===== src/rtl/ula_seq.sv =====
// ula_seq: valid/ready sequencing controller around a 32-bit ULA.
// Single-step ops (AND/OR/ADD/AND-NOT-B/OR-NOT-B/SUB/SLT) take one ULA cycle.
// Opcode 011 is a 32-iteration shift-and-add multiply (low 32 bits) on the same ULA.
// Build option: ULA_SEQ_MUL_EN enables the multiply. Without it, opcode 011
// returns y=0, zero=1, err=1 after one cycle.
module ula_seq (
   input  logic        clk,
   input  logic        reset,
   input  logic        in_valid,
   output logic        in_ready,
   input  logic [31:0] in_a,
   input  logic [31:0] in_b,
   input  logic [2:0]  in_op,
   output logic        out_valid,
   input  logic        out_ready,
   output logic [31:0] out_y,
   output logic        out_zero,
   output logic        out_err,
   output logic        busy
);

   localparam logic [2:0] OP_ADD = 3'b010;
   localparam logic [2:0] OP_MUL = 3'b011;

   typedef enum logic [1:0] {
      S_IDLE,
      S_EXEC,
`ifdef ULA_SEQ_MUL_EN
      S_MUL,
`endif
      S_DONE
   } state_t;

   state_t      state, state_n;

   logic [31:0] a_q, b_q;
   logic [2:0]  op_q;
   logic [31:0] y_q;
   logic        zero_q, err_q;

   logic [2:0]  ula_f;
   logic [31:0] ula_a, ula_b, ula_bb, ula_sum, ula_y;

`ifdef ULA_SEQ_MUL_EN
   logic [31:0] acc, mcand, mplr, acc_n;
   logic [4:0]  cnt;
`endif

   // ULA: f[2] inverts B and injects carry-in, f[1:0] selects AND/OR/SUM/SLT
   always_comb begin
      ula_bb  = ula_f[2] ? ~ula_b : ula_b;
      ula_sum = ula_a + ula_bb + {31'b0, ula_f[2]};
      case (ula_f[1:0])
         2'b00:   ula_y = ula_a & ula_bb;
         2'b01:   ula_y = ula_a | ula_bb;
         2'b10:   ula_y = ula_sum;
         default: ula_y = {31'b0, ula_sum[31]};
      endcase
   end

   // ULA operand/function select: captured request in EXEC, accumulate step in MUL
   always_comb begin
      ula_a = a_q;
      ula_b = b_q;
      ula_f = op_q;
`ifdef ULA_SEQ_MUL_EN
      if (state == S_MUL) begin
         ula_a = acc;
         ula_b = mcand;
         ula_f = OP_ADD;
      end
      acc_n = mplr[0] ? ula_y : acc;
`endif
   end

   // State register
   always_ff @(posedge clk) begin
      if (reset) state <= S_IDLE;
      else       state <= state_n;
   end

   // Next-state and handshake outputs
   always_comb begin
      state_n   = state;
      in_ready  = 1'b0;
      out_valid = 1'b0;
      busy      = 1'b1;
      case (state)
         S_IDLE: begin
            in_ready = 1'b1;
            busy     = 1'b0;
            if (in_valid) begin
`ifdef ULA_SEQ_MUL_EN
               state_n = (in_op == OP_MUL) ? S_MUL : S_EXEC;
`else
               state_n = S_EXEC;
`endif
            end
         end
         S_EXEC: state_n = S_DONE;
`ifdef ULA_SEQ_MUL_EN
         S_MUL: if (cnt == 5'd31) state_n = S_DONE;
`endif
         S_DONE: begin
            out_valid = 1'b1;
            if (out_ready) state_n = S_IDLE;
         end
         default: state_n = S_IDLE;
      endcase
   end

   // Datapath: request capture, single-step result, multiply iterations
   always_ff @(posedge clk) begin
      if (reset) begin
         a_q    <= '0;
         b_q    <= '0;
         op_q   <= '0;
         y_q    <= '0;
         zero_q <= 1'b0;
         err_q  <= 1'b0;
`ifdef ULA_SEQ_MUL_EN
         acc    <= '0;
         mcand  <= '0;
         mplr   <= '0;
         cnt    <= '0;
`endif
      end else begin
         case (state)
            S_IDLE: begin
               if (in_valid) begin
                  a_q   <= in_a;
                  b_q   <= in_b;
                  op_q  <= in_op;
`ifdef ULA_SEQ_MUL_EN
                  acc   <= '0;
                  mcand <= in_a;
                  mplr  <= in_b;
                  cnt   <= '0;
`endif
               end
            end
            S_EXEC: begin
`ifndef ULA_SEQ_MUL_EN
               if (op_q == OP_MUL) begin
                  y_q    <= '0;
                  zero_q <= 1'b1;
                  err_q  <= 1'b1;
               end else
`endif
               begin
                  y_q    <= ula_y;
                  zero_q <= (ula_y == '0);
                  err_q  <= 1'b0;
               end
            end
`ifdef ULA_SEQ_MUL_EN
            S_MUL: begin
               acc   <= acc_n;
               mcand <= mcand << 1;
               mplr  <= mplr >> 1;
               cnt   <= cnt + 5'd1;
               // last iteration lands straight in the result register
               if (cnt == 5'd31) begin
                  y_q    <= acc_n;
                  zero_q <= (acc_n == '0);
                  err_q  <= 1'b0;
               end
            end
`endif
            default: ;
         endcase
      end
   end

   assign out_y    = y_q;
   assign out_zero = zero_q;
   assign out_err  = err_q;

endmodule


===== config.mk =====
export PLATFORM = sky130hd
export DESIGN_NAME = ula_seq
export DESIGN_NICKNAME = d
export VERILOG_FILES = /design/src/rtl/ula_seq.sv
export SDC_FILE = /design/constraint.sdc
export NUM_CORES = 1
export LEC_CHECK = 0
export ABC_AREA = 1
export CORE_ASPECT_RATIO = 2
export CORE_MARGIN = 8
export CORE_UTILIZATION = 35
export DETAILED_ROUTE_END_ITERATION = 16
export PLACE_DENSITY = 0.55
export SETUP_SLACK_MARGIN = 0.4
export SYNTH_ARGS = -nofsm -noshare
export SYNTH_HDL_FRONTEND = slang
export SYNTH_SLANG_ARGS = --single-unit

===== constraint.sdc =====
create_clock -name clk -period 7.87 [get_ports clk]
set_clock_uncertainty 0.05 [all_clocks]
set_input_delay 1.574 -clock clk [delete_from_list [all_inputs] [get_ports clk]]
set_output_delay 1.574 -clock clk [all_outputs]
set_load 0.02 [all_outputs]

==> impl_metrics.yaml <==
setup_path:
  critPathKind: "in2reg"
  slowest_delay_ns: 1.13
  path_max_fanout: 78
  ff2ff_setup_slack_ns: 4.51
  path_cells: "clkdlybuf4s50_1 -> inv_2 -> o21ai_0 -> a21oi_1"
  path_delay_family: "buffers and inverters"
  cp_slowest_cell: "inv_2"
  required_ns: 8.13
  cp.buffers_inverters: 2
  endpoint_kind: "flip-flop"
  worst_ep_arrival_time_ns: 4.10
  start_kind: "input port"
placement:
  place.gp.congestion: 0.884
  portBuffers: 107
  dp.cells: 1619
  pre_cts_slack_ns: 3.59
  dp_hpwl_um: 19500
clocking:
  cts_buffers: 9
  cts.sinks: 103
  clock_latency_ns: 0.38
  cts_buffer_depth: 2
  post_cts_buffers: 0
  cts_hold_buffers: 0
  cts_tree: "built"
  clk_pin_slew_ns: 0.08
  cts_resized: 0
  cts_htree_levels: 3
  root_buffer: "clkbuf_16"
final_layout:
  area_growth_pct: 20.2
  finalNetCount: 1490
  drive_gt1_share_pct: 4.05
  n_fill_cell: 2455
  fin_cells: 1635
  num_antenna_cells: 0
  utilization_pct: 42.5
global_route:
  grt_overflow: 0
  grt_pass1_vias: 7670
  grt_use_total_pct: 18.4
  grt_pass1_wl_um: 39200
  grt_antenna_before_repair: 0
  grt_max_degree: 79
timing:
  min_period_ns: 3.84
  tns_ns: 0
  slew_violations: 0
  max_freq_mhz: 260
  holdWs_ns: 0.427
  finalCritPeriodShare_pct: 48.8
  worst_slew_pin_slew_ns: 1.17
  worst_slack_ns: 4.03
  rsz0062_at_grt: "false"
  slew_headroom_pct: 22.2
  hold_viol: 0
  setup_viol: 0
run:
  max_cap_viol_count: 0
detailed_routing:
  vias: 7703
  drtAntennaViolNets: 0
  routed_wl_um: 24400
  via_per_inst: 4.71
  wl_per_cell_um: 14.9
  drc: 0
  first_pass_iters: 5
  first_iter_violations: 401
logic_synthesis:
  synth.distinct_cells: 32
  avgSynthCellArea_um2: 6.09
  ys_seq_area_share_pct: 26.6
  synth_seq_cells: 103
  synth_area_um2: 7760
  syn_inst: 1273
  syn_nets: 1409
  ys_warn_count: 0
status:
  status: "completed"
die:
  rows: 77
  die_area_um2: 27500
  die_w_um: 121
  ios: 108
  fp.coreArea_um2: 22000
  start_util_pct: 35.3
  die_y_um: 227
power_and_ir_drop:
  peakVddDrop_mv: 0.0916
  pwr_density_cell_nw_per_um2: 184
  leakage_uw: 0.00483
hold_path:
  hp-class: "reg2reg"
## Yosys cell counts, drive strengths merged
cell type | n | area share (%)
nand3 | 65 | 4.3
inv | 265 | 13
nor3b | 1 | 0.16
o21ai | 100 | 6.5
nor2 | 181 | 9.1
clkbuf | 29 | 1.4
ha | 64 | 10
a21oi | 61 | 3.9
nand2 | 298 | 15
o22ai | 27 | 2.2
xor2 | 1 | 0.11
dfxtp | 103 | 27
clkinv | 3 | 0.15
fa | 1 | 0.26
o211ai | 8 | 0.77
nand3b | 9 | 0.87
xnor2 | 31 | 3.5
a211o | 1 | 0.11
a21o | 1 | 0.097
nand4 | 6 | 0.48
or2 | 1 | 0.081
nor3 | 3 | 0.26
buf | 14 | 0.95
## cell families after synthesis
family	after synthesis	synth area share [%]
adders and majority gates	65	10.6
DFF	103	26.6
and+or+nand+nor	564	30.4
xor gates and xnor gates	32	3.61
AOI/OAI and AO/OA	198	13.5
buffers and inverters	311	15.3
## sequential cells by signal (all words and copies together) (netlist names)
name / flops
out_err: 1
a_q: 32
op_q: 3
b_q: 32
out_zero: 1
out_y: 32
state: 2
## report_power, final
group | switching [uW] | internal [uW] | total [uW]
combinational | 426 | 251 | 678
clock | 228 | 221 | 448
sequential | 28.1 | 566 | 594
## per-stage QoR
step | total power [uW] | instance area (um2)
after floorplan | 1060 | 7760
after global placement | 1280 | 9040
after detailed placement | 1290 | 9040
after CTS | 1750 | 9330
after global routing | 1850 | 9330
final | 1720 | 9330
## area by class of cell
class | count | area (um2) | area share, %
clock buffer | 10 | 229 | 2.46
clock inverter | 6 | 51.3 | 0.550
inverter | 268 | 1010 | 10.8
multi-input combinational | 859 | 4510 | 48.4
sequential | 103 | 2060 | 22.1
tap | 276 | 345 | 3.70
timing repair buffer | 113 | 1120 | 12.0
## cell usage in the layout (no fill, tap or decap), drive strengths merged, types with 6 or more instances in the layout
| cell type | count |
|---|---|
| nand2 | 298 |
| inv | 269 |
| nor2 | 181 |
| clkdlybuf4s50 | 107 |
| dfxtp | 103 |
| o21ai | 100 |
| nand3 | 65 |
| ha | 64 |
| a21oi | 61 |
| xnor2 | 31 |
| o22ai | 27 |
| clkbuf | 10 |
| nand3b | 9 |
| o211ai | 8 |
| nand4 | 6 |
| buf | 6 |
## worst reg2reg max path, stage by stage, from the launching register on
cell	delay, ns
dfxtp_2	0.32
buf_4	0.55
xnor2_1	0.28
fa_1	0.45
inv_1	0.14
nand3_1	0.12
nand2_1	0.17
nand2_1	0.09
nand2_1	0.13
nand2_1	0.06
nand3_1	0.06
nand2_1	0.11
nor2_1	0.12
nand3_1	0.07
nor2_1	0.14
nand3_1	0.09
nor2_1	0.12
nand3_1	0.10
a21oi_1	0.12
## per-layer routing
layer	global-route usage, %	vias up	wire, um	part of all wire, %
li1	-	4066	-	-
met1	17.6	3499	9280	38
met2	36.4	103	13500	55
met3	3.12	35	690	2.8
met4	8.73	0	955	3.9
met5	0	-	0	0
## final timing paths
kind                   end      from  cells after the start
setup / recovery   a_q[28]     reset                      4
hold / removal    out_y[0]  out_y[0]                      2
setup reg to reg  out_zero   op_q[2]                     18
hold reg to reg   out_y[0]  out_y[0]                      2
No activity file was read; power rests on OpenSTA's default activity.
